$ cat config.mk
export PLATFORM = sky130hd
export DESIGN_NAME = ac2_accum_flat
export DESIGN_NICKNAME = d
export VERILOG_FILES = /design/src/rtl/ac2_accum_if.sv /design/src/rtl/ac2_accum.sv /design/src/flat_wrapper.sv
export SDC_FILE = /design/constraint.sdc
export NUM_CORES = 1
export LEC_CHECK = 0
export BUFFER_PORTS_ARGS = -buffer_cell sky130_fd_sc_hd__clkbuf_2
export CORE_ASPECT_RATIO = 0.9
export CORE_MARGIN = 5
export CORE_UTILIZATION = 40
export CTS_CLUSTER_SIZE = 30
export DETAILED_ROUTE_END_ITERATION = 10
export PLACE_DENSITY = 0.59
export SETUP_SLACK_MARGIN = 0.1
export SYNTH_ARGS = -nofsm -noshare
export SYNTH_HDL_FRONTEND = slang
export SYNTH_SLANG_ARGS = --single-unit
$ cat constraint.sdc
create_clock -name clk -period 2.9 [get_ports clk]
set_clock_uncertainty 0.2 [all_clocks]
set_input_delay 0.145 -clock clk [delete_from_list [all_inputs] [get_ports clk]]
set_output_delay 0.145 -clock clk [all_outputs]
set_load 0.01 [all_outputs]
$ cat src/rtl/ac2_accum_if.sv
// Handshake bundle for ac2_accum: partial-word input stream, result output stream
// and the AC2 term-counter strobes.
interface ac2_accum_if #(
  parameter int DW = 16,
  parameter int AW = 24
);
  logic          start;
  logic          in_valid;
  logic          in_ready;
  logic [DW-1:0] in_data;
  logic          out_valid;
  logic          out_ready;
  logic [AW-1:0] out_data;
  logic          ac2_cnt;
  logic          cnt_clear;
  logic          sat_flag;

  modport master (
    output start, in_valid, in_data, out_ready,
    input  in_ready, out_valid, out_data, ac2_cnt, cnt_clear, sat_flag
  );

  modport slave (
    input  start, in_valid, in_data, out_ready,
    output in_ready, out_valid, out_data, ac2_cnt, cnt_clear, sat_flag
  );
endinterface

$ cat src/rtl/ac2_accum.sv
// Accumulates PW signed partial words into one AW-bit signed result (IDLE/ACC/HOLD).
// Define AC2_SAT_EN for saturating adds with a sticky sat_flag; otherwise adds wrap.
module ac2_accum #(
  parameter int PW = 4,
  parameter int DW = 16,
  parameter int AW = 24
) (
  input logic        clk,
  input logic        rst_n,
  ac2_accum_if.slave bus
);
  localparam int CW = $clog2(PW) + 1;

  typedef enum logic [1:0] {IDLE, ACC, HOLD} state_t;

  state_t               state;
  logic [CW-1:0]        count;
  logic signed [AW-1:0] acc;
  logic signed [AW-1:0] acc_next;
  logic                 start_ok;
  logic                 accept;
  logic                 last_word;

  // A start is honoured in IDLE, in ACC (restart) and in HOLD only alongside the result handshake.
  assign start_ok  = rst_n && bus.start &&
                     ((state == IDLE) || (state == ACC) || ((state == HOLD) && bus.out_ready));
  assign accept    = (state == ACC) && bus.in_valid && !bus.start;
  assign last_word = accept && (count == CW'(PW - 1));

`ifdef AC2_SAT_EN
  logic signed [AW:0] sum_wide;
  logic               clip;
  logic               sat_q;

  assign sum_wide = {acc[AW-1], acc} + {{(AW + 1 - DW){bus.in_data[DW-1]}}, bus.in_data};
  assign clip     = (sum_wide[AW] != sum_wide[AW-1]);

  always_comb begin
    acc_next = sum_wide[AW-1:0];
    if (clip) begin
      acc_next = sum_wide[AW] ? {1'b1, {(AW - 1){1'b0}}} : {1'b0, {(AW - 1){1'b1}}};
    end
  end

  always_ff @(posedge clk or negedge rst_n) begin
    if (!rst_n) begin
      sat_q <= 1'b0;
    end else if (start_ok) begin
      sat_q <= 1'b0;
    end else if (accept && clip) begin
      sat_q <= 1'b1;
    end
  end

  assign bus.sat_flag = sat_q;
`else
  assign acc_next     = acc + {{(AW - DW){bus.in_data[DW-1]}}, bus.in_data};
  assign bus.sat_flag = 1'b0;
`endif

  always_ff @(posedge clk or negedge rst_n) begin
    if (!rst_n) begin
      state <= IDLE;
      acc   <= '0;
      count <= '0;
    end else if (start_ok) begin
      state <= ACC;
      acc   <= '0;
      count <= '0;
    end else begin
      unique case (state)
        ACC: begin
          if (accept) begin
            acc <= acc_next;
            if (last_word) begin
              count <= '0;
              state <= HOLD;
            end else begin
              count <= count + CW'(1);
            end
          end
        end
        HOLD: begin
          if (bus.out_ready) begin
            state <= IDLE;
          end
        end
        default: ;
      endcase
    end
  end

  // The accumulator itself is the result; it is frozen while in HOLD.
  assign bus.in_ready  = (state == ACC);
  assign bus.out_valid = (state == HOLD);
  assign bus.out_data  = acc;
  assign bus.ac2_cnt   = accept;
  assign bus.cnt_clear = start_ok;
endmodule

$ cat src/flat_wrapper.sv
// flat-port wrapper written by rule: the top's interface ports become plain ports
module ac2_accum_flat 
#(
  parameter int PW = 4,
  parameter int DW = 16,
  parameter int AW = 24
)
  (clk, rst_n, bus_start, bus_in_valid, bus_in_data, bus_out_ready, bus_in_ready, bus_out_valid, bus_out_data, bus_ac2_cnt, bus_cnt_clear, bus_sat_flag);
  ac2_accum_if #(.DW(DW), .AW(AW)) bus_i ();
  input logic clk;
  input logic rst_n;
  input wire logic [$bits(bus_i.start)-1:0] bus_start;
  input wire logic [$bits(bus_i.in_valid)-1:0] bus_in_valid;
  input wire logic [$bits(bus_i.in_data)-1:0] bus_in_data;
  input wire logic [$bits(bus_i.out_ready)-1:0] bus_out_ready;
  output wire logic [$bits(bus_i.in_ready)-1:0] bus_in_ready;
  output wire logic [$bits(bus_i.out_valid)-1:0] bus_out_valid;
  output wire logic [$bits(bus_i.out_data)-1:0] bus_out_data;
  output wire logic [$bits(bus_i.ac2_cnt)-1:0] bus_ac2_cnt;
  output wire logic [$bits(bus_i.cnt_clear)-1:0] bus_cnt_clear;
  output wire logic [$bits(bus_i.sat_flag)-1:0] bus_sat_flag;
  assign bus_i.start = bus_start;
  assign bus_i.in_valid = bus_in_valid;
  assign bus_i.in_data = bus_in_data;
  assign bus_i.out_ready = bus_out_ready;
  assign bus_in_ready = bus_i.in_ready;
  assign bus_out_valid = bus_i.out_valid;
  assign bus_out_data = bus_i.out_data;
  assign bus_ac2_cnt = bus_i.ac2_cnt;
  assign bus_cnt_clear = bus_i.cnt_clear;
  assign bus_sat_flag = bus_i.sat_flag;
  ac2_accum #(.PW(PW), .DW(DW), .AW(AW)) u_core (.clk(clk), .rst_n(rst_n), .bus(bus_i));
endmodule
==> Word-level counts from Yosys, hierarchy flattened <==
Index checks and enable logic that the tools add are counted.
{ "classes": {"eq_ne": 6, "add_sub_neg": 2, "n_reduce_logical": 15, "mux": 12} }
{ "op_table": {"columns": ["operator", "n"], "rows": [
  ["$mux W24", 3],
  ["$add A24 B24 Y24", 1],
  ["$mux W3", 4],
  ["$mux W2", 4],
  ["$logic_and A1 B1 Y1", 6],
  ["$ne A3 B1 Y1 const B", 2],
  ["$pmux W2 S2", 1],
  ["$reduce_and A4 Y1", 1],
  ["$reduce_bool A2 Y1", 2],
  ["$add A3 B1 Y3 const B", 1],
  ["$eq A3 B2 Y1 const B", 1],
  ["$ne A3 B2 Y1 const B", 1],
  ["$reduce_bool A3 Y1", 1],
  ["$eq A2 B1 Y1 const B", 1],
  ["$eq A2 B2 Y1 const B", 1],
  ["$logic_not A2 Y1", 1],
  ["$logic_or A1 B1 Y1", 2],
  ["$reduce_and A2 Y1", 1],
  ["$logic_not A1 Y1", 1]
]} }
{ "totals": {"word_cells": 38, "regBits": 29, "in_bits": 21, "out_inout_bits": 29} }

==> Logic depth before layout (Yosys ltp) <==
Gate-level depths: netlist (run 1).
{ "logic_depth": {"depth_word": 8, "ltp_mapped": 10, "depth_no_buf": 10} }

==> Worst setup path after synthesis (run 1) <==
OpenSTA, ideal clock, no wires.
{ "synth_path": {"path_kind": "flip-flop to flip-flop", "start": "register u_core.acc[0] (netlist: u_core.bus.out_data[0])", "end": "register u_core.acc[22] (netlist: u_core.bus.out_data[22])", "arrival_time_ps": 2335, "setup_slack_ps": 231, "required_time_ps": 2566, "path_stages_with_launch": 11, "path_buffers": 0, "period_less_slack_ps": 2669, "cell_sequence": "dfrtp_1 ha_1 fa_1 a21oi_1 inv_1 a41oi_1 o31ai_2 nor3b_1 a221oi_1 xor2_1 o21ai_0"} }
{ "synth_between": {"elab_chain_cells": 4} }
{ "synth_rtl": {"columns": ["element", "line", "source"], "rows": [
  ["start: declaration", "ac2_accum.sv:18", "logic signed [AW-1:0] acc;"],
  ["start signal: assignment", "ac2_accum.sv:74", "acc <= acc_next;"],
  ["$add A24 B24 Y24", "ac2_accum.sv:57", "assign acc_next = acc + {{(AW - DW){bus.in_data[DW-1]}}, bus.in_data};"],
  ["$mux W24", "ac2_accum.sv:73", "if (accept) begin"],
  ["$mux W24", "ac2_accum.sv:71", "unique case (state)"],
  ["$mux W24", "ac2_accum.sv:66", "end else if (start_ok) begin"]
]} }
Every way passes these cells. The select of a mux whose other input is x is not followed.
A chain may end at the register's enable or synchronous reset.

==> Final worst setup path (run 1) <==
{ "layout_path": {"start": "register u_core.acc[0] (netlist: u_core.bus.out_data[0])", "end": "register u_core.acc[10] (netlist: u_core.bus.out_data[10])"} }
The elaborated chain is that of the path after synthesis.

==> metrics.md, run 1 <==
| Metric | Value |
|---|---|
| Outcome | complete, no violations |
| Post-synthesis cell area | 2230 um^2 |
| # H-tree levels | 2 |
| Max VDD drop | 0.582 mV |
| Worst-path fanout max | 3 |
| Final Setup Violations | 0 |
| Ports | 50 |
| Layout cells sized above 1 | 23.8% |
| Max cap viols | 0 |
| CTS Root Cell | clkbuf_8 |
| Fmax | 0.380 GHz |
| Site Rows | 25 |
| Sequential Area | 726 um^2 |
| Asr flop ratio synth | 100% |
| Critical Path AT | 2.55 ns |
| Clk sinks | 29 |
| Antenna violations before repair | 0 |
| Largest net degree at the start of global routing | 30 |
| Most common cell after layout, fill and taps aside | clkbuf_2 |
| Leakage power total | about 0.0014 uW |
| Hold Path Class | primary input to flop |
| First-pass detailed-route iteration total | 4 |
| Core area | about 5300 um^2 |
| Max Buffers Root-to-Sink | 2 |
| CTS tree | yes |
| Period utilisation layout | 90.6% |
| Total power per unit cell area | 997 nW/um^2 |
| Worst skew pair latency | about 0.28 ns |
| Detail Placement HPWL | 4230 um |
| Syn Area/Cell | roughly 8.5 um^2 |
| Synth Warn # | 0 |
| Fin util | 51.9% |
| Total Routing Usage GR | between 10% and 20% |
| Number of port buffers | 48 |
| Met3 usage | 3.65% |
| Area growth syn-to-layout | 23.9% |
| GR Overflow Total | 0 |
| Iter 0 DRT Violations | 74 |
| Via count | 2026 |
| Setup crit end kind | flop |
| Grt met1 use | around 22% |
| Top FF cell, synth | dfrtp_1 |
| Reg clk slew, reported paths | around 0.07 ns |
| GPL Wtd Cong | ~0.85 |
| Most frequent cells in the layout | clkbuf_2 (48), nand2_1 (42), dfrtp_1 (29) |
| Vias in the first global route | 1936 |
| Unrepaired setup endpoints after global routing | true |
| Post-synth EDFFs | 0 |
| # diodes | 0 |
| GR Util met2 | 27.1% |
| Cts bufs inserted | 5 |
| Worst slew pin tran | around 1.0 ns |
| Max Transition Viols Final | 0 |
| Cells after synthesis | 261 |
| Data required, critical path | 2.82 ns |
| Layout Nets | 363 |
| First-pass GRT wire length | 9180 um |
| Flops & latches, synth | 29 |
| Hold Path Depth | 3 |
| Syn_nets | between 300 and 400 |
| Final Hold Vio Count | 0 |
| Busiest layer in global routing | met2 |
| Crit Path Class | flop to flop |
| Seq/Total Area, Yosys | 32.6% |
| Worst R2R Path Depth | 11 |
| Area of the multi-input gates | between 1000 and 1500 um^2 |
| DRC | 0 |
| Synth cell types | 44 |
| Chip Height | approximately 80 um |
| Post-route cell area | 2760 um^2 |
| Relative slew slack | 32.4% |
| Final total power | 2750 uW |
| Die area | 7160 um^2 |
| Final Critical Period | 2.63 ns |
| Crit path launch type | flop |
| Total wire length | 5640 um |
| Die Wd | ~89 um |
| Routed WL per cell | around 15 um |
| Filler cells | roughly 540 |
| Initial Utilization | 41.9% |
| Placed Area | 2540 um^2 |
| Post-DRT Antenna Nets | 0 |
| Vias/cell | 5.30 |
| Setup TNS | 0 ns |
## cells in the mapped netlist, types with 2 or more instances
master | n | share of area [%]
a21o_1 | 11 | 3.7
a211oi_1 | 4 | 1.3
nor2_1 | 9 | 1.5
a31oi_1 | 2 | 0.56
o21ai_1 | 2 | 0.45
xor2_1 | 11 | 4.3
o22ai_1 | 7 | 2.0
ha_1 | 27 | 15
o21bai_1 | 2 | 0.67
inv_1 | 9 | 1.5
o211ai_1 | 2 | 0.67
xnor2_1 | 9 | 3.5
or2_2 | 2 | 0.56
a21oi_1 | 24 | 5.4
nand2_1 | 42 | 7.1
nand3_1 | 4 | 0.90
dfrtp_1 | 29 | 33
clkbuf_1 | 9 | 1.5
a41oi_1 | 2 | 0.79
o21a_1 | 4 | 1.3
o21ai_0 | 27 | 6.1
## flip-flops by register name (all words and copies together) (netlist names)
signal               cells
u_core.state             2
u_core.bus.out_data     24
u_core.count             3
## layer usage
layer / wire, um / vias up
met4: 56 / 0
li1: - / 1043
met5: 0 / -
met1: 2660 / 934
met3: 286 / 5
met2: 2630 / 44
## repair_timing
| item | 4_1_cts | 5_1_grt |
|---|---|---|
| hold endpoints to repair | 31 | 0 |
| setup endpoints to repair | 0 | 7 |
| resized for setup | 0 | 9 |
| hold buffers | 3 | 0 |
| setup buffers | 0 | 1 |
## critical path: stages (launching register included)
cell     delay (ns)
dfrtp_1        0.40
ha_2           0.22
fa_2           0.35
a21oi_1        0.14
inv_1          0.07
a41oi_1        0.20
buf_4          0.17
o21ai_0        0.14
a21o_1         0.21
a21oi_1        0.16
xnor2_1        0.13
o22ai_1        0.09
## stage by stage
| step | instances | worst slack [ns] | hold slack, ns |
|---|---|---|---|
| 2_1_floorplan | 261 | 0.231 | -0.351 |
| 3_3_place_gp | 370 | 0.200 | 0.0514 |
| 3_5_place_dp | 370 | 0.138 | 0.0558 |
| 4_1_cts | 381 | 0.118 | 0.0328 |
| 5_1_grt | 382 | 0.0914 | 0.0479 |
| 6_report | 382 | 0.271 | 0.0371 |
## final timing paths
path	start	slack, ns	endpoint
setup / recovery	u_core.bus.out_data[0]	0.27	u_core.bus.out_data[10]
hold / removal	bus_out_ready	0.04	u_core.state[0]
setup reg to reg	u_core.bus.out_data[0]	0.27	u_core.bus.out_data[10]
hold reg to reg	u_core.count[0]	0.30	u_core.count[0]
max in group asynchronous	rst_n	1.95	u_core.bus.out_data[15]
min in group asynchronous	rst_n	0.25	u_core.bus.out_data[4]
## cell families after synthesis
group,Yosys count,synth area share (%)
fa+ha+maj,28,16.1
xor+xnor,20,7.87
flops,29,32.6
compound gates,97,27.2
other cells,1,0.168
buf+inv,21,3.76
simple gates,65,12.4
## power by group
part           internal (uW)  switching [uW]
registers                561             133
clock network            341             166
logic                    671             877
## layout make-up
type	count	area share, %
Inverter	10	1.36
Tap cell	67	3.04
Multi-Input combinational cell	211	53.0
Clock inverter	3	2.36
Sequential cell	29	26.3
Timing Repair Buffer	57	11.4
Clock buffer	5	2.49
No activity file was read; power rests on OpenSTA's default activity.
==> inputs of run 2 (changes only) <==
--- a/config.mk
+++ b/config.mk
@@ -8,10 +8,10 @@
 export BUFFER_PORTS_ARGS = -buffer_cell sky130_fd_sc_hd__clkbuf_2
 export CORE_ASPECT_RATIO = 0.9
 export CORE_MARGIN = 5
-export CORE_UTILIZATION = 40
+export CORE_UTILIZATION = 55
 export CTS_CLUSTER_SIZE = 30
 export DETAILED_ROUTE_END_ITERATION = 10
-export PLACE_DENSITY = 0.59
+export PLACE_DENSITY = 0.78
 export SETUP_SLACK_MARGIN = 0.1
 export SYNTH_ARGS = -nofsm -noshare
 export SYNTH_HDL_FRONTEND = slang
==> metrics.md, run 2 (synthesized netlist as in run 1, its figures left out) <==
| Metric | Value |
|---|---|
| Largest net degree at the start of global routing | 33 (+10%) |
| Vias in the first global route | 1912 (-1.2%) |
| Final Hold Vio Count | 0 (unchanged) |
| Data required, critical path | 2.86 ns (+0.04 ns) |
| Total power per unit cell area | 967 nW/um^2 (-3.0%) |
| Max reg flops | 24 (unchanged) |
| Clk sinks | 29 (unchanged) |
| Final Setup Violations | 0 (unchanged) |
| Internal | 1390 uW (-12%) |
| Clock power frac | 13.1% (-5.4 points) |
| Reg power frac | 26.8% (+1.5 points) |
| Filler cells | 345 (-36%) |
| Total Routing Usage GR | 20.6% (+4.2 points) |
| GR Overflow Total | 0 (unchanged) |
| Max VDD drop | 0.503 mV (-14%) |
| Switching share of power | 46.1% (+3.3 points) |
| # diodes | 0 (unchanged) |
| Worst skew pair latency | 0.29 ns (about the same) |
| Layout cells sized above 1 | 23.0% (-0.81 points) |
| Max cap viols | 0 (unchanged) |
| Die area | 5420 um^2 (-24%) |
| # H-tree levels | 2 (unchanged) |
| Max Transition Viols Final | 0 (unchanged) |
| CTS Root Cell | clkbuf_8 |
| Crit-path most repeated cell | a21oi_1 |
| Iter 0 DRT Violations | 194 (+160%) |
| Routed WL per cell | 15.2 um (+2.8%) |
| Ports | 50 (unchanged) |
| Initial Utilization | 55.8% (+14 points) |
| Die Wd | 77.1 um (-13%) |
| Antenna violations before repair | 0 (unchanged) |
| Worst slew pin tran | 0.961 ns (-0.0501 ns) |
| Worst-path fanout max | 4 (+1) |
| Comb pwr share | 60.1% (+3.8 points) |
| CTS tree | yes |
| Sequential Area | 726 um^2 (unchanged) |
| Chip Height | 70.4 um (-13%) |
| Vias/cell | 5.78 (+9.0%) |
| Critical Path AT | 2.63 ns (+0.08 ns) |
| Leakage power total | 0.00136 uW (-2.1%) |
| Total wire length | 5480 um (-2.8%) |
| GPL Wtd Cong | 0.877 (+3.2%) |
| Fmax | 0.375 GHz (-1.4%) |
| Detail Placement HPWL | 3950 um (-6.8%) |
| Site Rows | 22 (-12%) |
| Final hold slack | 0.0143 ns (-0.0227 ns) |
| Setup crit end kind | flop |
| Final Critical Period | 2.67 ns (+0.0386 ns) |
| Most frequent cells in the layout | clkbuf_2 (48), nand2_1 (42), dfrtp_1 (29) |
| Outcome | complete, no violations |
| Hold Path Class | primary input to flop |
| Unrepaired setup endpoints after global routing | false |
| Max Buffers Root-to-Sink | 2 (unchanged) |
| First-pass detailed-route iteration total | 5 (+1) |
| DRC | 0 (unchanged) |
| Period utilisation layout | 92.0% (+1.3 points) |
| Worst stage delay on the critical path | 0.41 ns (about the same) |
| Via count | 2087 (+3.0%) |
| Slowest-stage cell, CP | fa_1 |
| Reg clk slew, reported paths | 0.07 ns (about the same) |
| Layout Nets | 361 (-0.55%) |
| Area of the multi-input gates | 1460 um^2 (-0.51%) |
| Cell Chain, Critical Path | ha_1 -> fa_1 -> a21oi_1 -> inv_1 -> a41oi_2 -> o31ai_2 -> a31o_2 -> a21oi_1 -> xor2_1 -> o21ai_0 |
| Switching power | 1190 uW (+0.96%) |
| Area growth syn-to-layout | 19.7% |
| Placed Area | 2500 um^2 (-1.5%) |
| First-pass GRT wire length | 9050 um (-1.4%) |
| Cts bufs inserted | 5 (unchanged) |
| Crit Path Class | flop to flop |
| Relative slew slack | 35.7% (+3.4 points) |
| Post-DRT Antenna Nets | 0 (unchanged) |
| Most common cell after layout, fill and taps aside | clkbuf_2 |
| Number of port buffers | 48 (unchanged) |
| Core area | 3990 um^2 (-25%) |
| Post-route cell area | 2670 um^2 (-3.4%) |
| Crit path launch type | flop |
| Setup TNS | 0 ns (unchanged) |
| Final total power | 2580 uW (-6.3%) |
[run 2: routing by layer]
layer | up-vias | global-route usage (%) | share of wire, %
met5 | - | 0 | 0
met2 | 58 | 32.0 | 47
met1 | 978 | 28.0 | 47
met4 | 0 | 4.58 | 1.0
li1 | 1044 | - | -
met3 | 7 | 6.70 | 5.7
[run 2: final timing paths]
path | startpoint | end | slack (ns) | cells after the start
worst min register to register | u_core.count[2] | u_core.count[2] | 0.29 | 2
min in group asynchronous | rst_n | u_core.bus.out_data[16] | 0.22 | 3
max in group asynchronous | rst_n | u_core.bus.out_data[11] | 1.99 | 3
worst min-delay path | bus_out_ready | u_core.state[0] | 0.01 | 3
worst max-delay path | u_core.bus.out_data[0] | u_core.bus.out_data[18] | 0.23 | 10
worst max register to register | u_core.bus.out_data[0] | u_core.bus.out_data[18] | 0.23 | 10
[run 2: final cells by class]
cell class	instances	area share [%]
clock buffers	5	2.58
clock inverters	3	0.657
inverters	10	1.41
multi-input cells	211	54.6
flip-flops and latches	29	27.2
well taps	48	2.25
repair buffers	55	11.3
[run 2: metrics by stage]
stage,setup WS (ns),utilization [%],cells
4_1_cts,0.117,65.8,360
3_5_place_dp,0.0462,62.7,349
2_1_floorplan,0.231,-,261
6_report,0.233,66.8,361
3_3_place_gp,0.112,62.7,349
5_1_grt,0.0617,66.8,361
[run 2: power groups by stage]
stage	logic, uW	registers (uW)	clock network (uW)
5_1_grt	1740	718	366
3_3_place_gp	1440	689	0
2_1_floorplan	1030	738	0
3_5_place_dp	1470	700	0
6_report	1550	692	337
4_1_cts	1500	693	344
[run 2: what timing repair did]
item,CTS,global route
buffers inserted,0,1
hold buffers,3,0
endpoints found under the setup margin,3,8
resized for setup,1,7
hold endpoints to repair,31,0
pin swaps,0,1
[run 2: worst max-delay path: cells and delay by family, from the launching register on]
kind            cells  cell delay [ns]
compound gates      6             1.04
fa+ha+maj           2             0.66
flops               1             0.40
xor+xnor            1             0.16
buf+inv             1             0.07
==> inputs of run 3 (changes only) <==
--- a/config.mk
+++ b/config.mk
@@ -8,10 +8,10 @@
 export BUFFER_PORTS_ARGS = -buffer_cell sky130_fd_sc_hd__clkbuf_2
 export CORE_ASPECT_RATIO = 0.9
 export CORE_MARGIN = 5
-export CORE_UTILIZATION = 55
+export CORE_UTILIZATION = 59
 export CTS_CLUSTER_SIZE = 30
 export DETAILED_ROUTE_END_ITERATION = 10
-export PLACE_DENSITY = 0.78
+export PLACE_DENSITY = 0.83
 export SETUP_SLACK_MARGIN = 0.1
 export SYNTH_ARGS = -nofsm -noshare
 export SYNTH_HDL_FRONTEND = slang
==> constraint.sdc (replaced) <==
create_clock -name clk -period 3.2 [get_ports clk]
set_clock_uncertainty 0.2 [all_clocks]
set_input_delay 0.16 -clock clk [delete_from_list [all_inputs] [get_ports clk]]
set_output_delay 0.16 -clock clk [all_outputs]
set_load 0.01 [all_outputs]
==> metrics.md, run 3 (synthesized netlist as in run 1, its figures left out) <==
| Metric | Value |
|---|---|
| Outcome | complete, no violations |
| # diodes | 0 (unchanged) |
| Iter 0 DRT Violations | 115 (-41%) |
| Setup TNS | 0 ns (unchanged) |
| GR Overflow Total | 0 (unchanged) |
| Die area | 5100 um^2 (-5.9%) |
| Worst skew pair latency | 0.28 ns (about the same) |
| Area of the multi-input gates | 1430 um^2 (-2.1%) |
| Via count | 2096 (+0.43%) |
| DRC | 0 (unchanged) |
| Layout Nets | 361 (unchanged) |
| Routed wl met2 | 2570 um (+0.59%) |
| Worst-path fanout max | 4 (unchanged) |
| Cts bufs inserted | 5 (unchanged) |
| Die Wd | 74.8 um (-3.0%) |
| Fmax | 0.348 GHz (-7.1%) |
| Site Rows | 21 (-4.5%) |
| Largest net degree at the start of global routing | 33 (unchanged) |
| # H-tree levels | 2 (unchanged) |
| R2r setup slk | 0.33 ns (+0.09 ns) |
| Max reg flops | 24 (unchanged) |
| Vias in the first global route | 2004 (+4.8%) |
| Placed Area | 2520 um^2 (+0.50%) |
| Routed wl met3 | 337 um (+7.7%) |
| Total wire length | 5450 um (-0.42%) |
| Max Buffers Root-to-Sink | 2 (unchanged) |
| Vias/cell | 5.84 (+0.99%) |
| Detail Placement HPWL | 3880 um (-1.8%) |
| Filler cells | 306 (-11%) |
| Post-route cell area | 2660 um^2 (-0.19%) |
| Setup crit end kind | flop |
| Number of port buffers | 48 (unchanged) |
| Metal-1 WL | 2520 um (-1.3%) |
| Chip Height | 68.3 um (-3.0%) |
| Final Critical Period | 2.87 ns (+0.205 ns) |
| Final Hold Vio Count | 0 (unchanged) |
| Final Setup Violations | 0 (unchanged) |
| Sequential Area | 726 um^2 (unchanged) |
| GPL Wtd Cong | 0.914 (+4.2%) |
| Crit Path Class | flop to flop |
| Max VDD drop | 0.533 mV (+5.9%) |
| First-pass GRT wire length | 8900 um (-1.6%) |
| Relative slew slack | 61.7% (+26 points) |
| First-pass detailed-route iteration total | 4 (-1) |
| # Post-CTS Setup Buffers | 0 (unchanged) |
| Leakage power total | 0.00136 uW (-0.33%) |
| Ports | 50 (unchanged) |
| Max Transition Viols Final | 0 (unchanged) |
| CTS tree | yes |
| Clk sinks | 29 (unchanged) |
| Total Routing Usage GR | 22.8% (+2.2 points) |
| Post-DRT Antenna Nets | 0 (unchanged) |
| Fin util | 72.3% (+5.5 points) |
| Unrepaired setup endpoints after global routing | false |
| Antenna violations before repair | 0 (unchanged) |
| Crit path launch type | flop |
| Core area | 3680 um^2 (-7.8%) |
| Total power per unit cell area | 903 nW/um^2 (-6.6%) |
| Initial Utilization | 60.5% (+4.7 points) |
| Reg clk slew, reported paths | 0.07 ns (about the same) |
| Max cap viols | 0 (unchanged) |
| Worst slew pin tran | 0.574 ns (-0.386 ns) |
| Area growth syn-to-layout | 19.4% |
| DR top layer | met4 |
| Hold Path Class | primary input to flop |
| Most common cell after layout, fill and taps aside | clkbuf_2 |
| Routed WL per cell | 15.2 um (+0.13%) |
| Data required, critical path | 3.13 ns (+0.27 ns) |
| Critical Path AT | 2.81 ns (+0.18 ns) |
| Period utilisation layout | 89.8% (-2.2 points) |
| Most frequent cells in the layout | clkbuf_2 (48), nand2_1 (42), dfrtp_1 (29) |
| Layout cells sized above 1 | 21.4% (-1.6 points) |
| CTS Root Cell | clkbuf_8 |
[run 3: metal layers]
layer	vias up	global-route usage, %
met4	0	6.67
met5	-	0
met3	4	4.85
met1	979	29.8
met2	71	38.0
li1	1042	-
[run 3: power by group]
part | internal (uW) | switching, uW | total (uW)
Sequential | 509 | 120 | 628
Combinational | 588 | 792 | 1380
Clock | 254 | 140 | 394
Total | 1350 | 1050 | 2400
[run 3: final cells by class]
type | count | area share [%]
Sequential cell | 29 | 27.3
Tap cell | 46 | 2.16
Clock inverter | 1 | 1.13
Clock buffer | 7 | 3.25
Inverter | 10 | 1.41
Multi-Input combinational cell | 211 | 53.6
Timing Repair Buffer | 55 | 11.2
[run 3: what timing repair did]
| item | in CTS | in global routing |
|---|---|---|
| setup endpoints to repair | 0 | 1 |
| endpoints found under the hold margin | 30 | 0 |
| gates resized for setup | 0 | 1 |
| hold buffers | 2 | 0 |
[run 3: final timing paths]
kind / cells past startpoint / to / from
max reg2reg: 10 / u_core.bus.out_data[22] / u_core.bus.out_data[0]
max in group asynchronous: 3 / u_core.bus.out_data[2] / rst_n
min: 4 / u_core.bus.out_data[0] / bus_in_data[0]
min in group asynchronous: 3 / u_core.state[0] / rst_n
max: 10 / u_core.bus.out_data[22] / u_core.bus.out_data[0]
min reg2reg: 2 / u_core.count[2] / u_core.count[2]
[run 3: worst max-delay path, cell delays in order, from the launching register on]
cell	delay (ns)
dfrtp_1	0.40
ha_1	0.25
fa_1	0.42
a21oi_1	0.15
inv_1	0.07
a41oi_2	0.30
o31ai_2	0.15
nor3b_1	0.20
a221oi_1	0.32
xor2_1	0.17
o21ai_0	0.10
[run 3: metrics by stage]
step                std cells  total power, uW  setup WS, ns  hold slack, ns
finish                    359             2400         0.327          0.0170
global route              359             2600         0.208          0.0585
floorplan                 261             1600         0.531          -0.336
CTS                       359             2390         0.223          0.0189
detailed placement        349             1970         0.293        -0.00119
global placement          349             1930         0.410        -0.00522
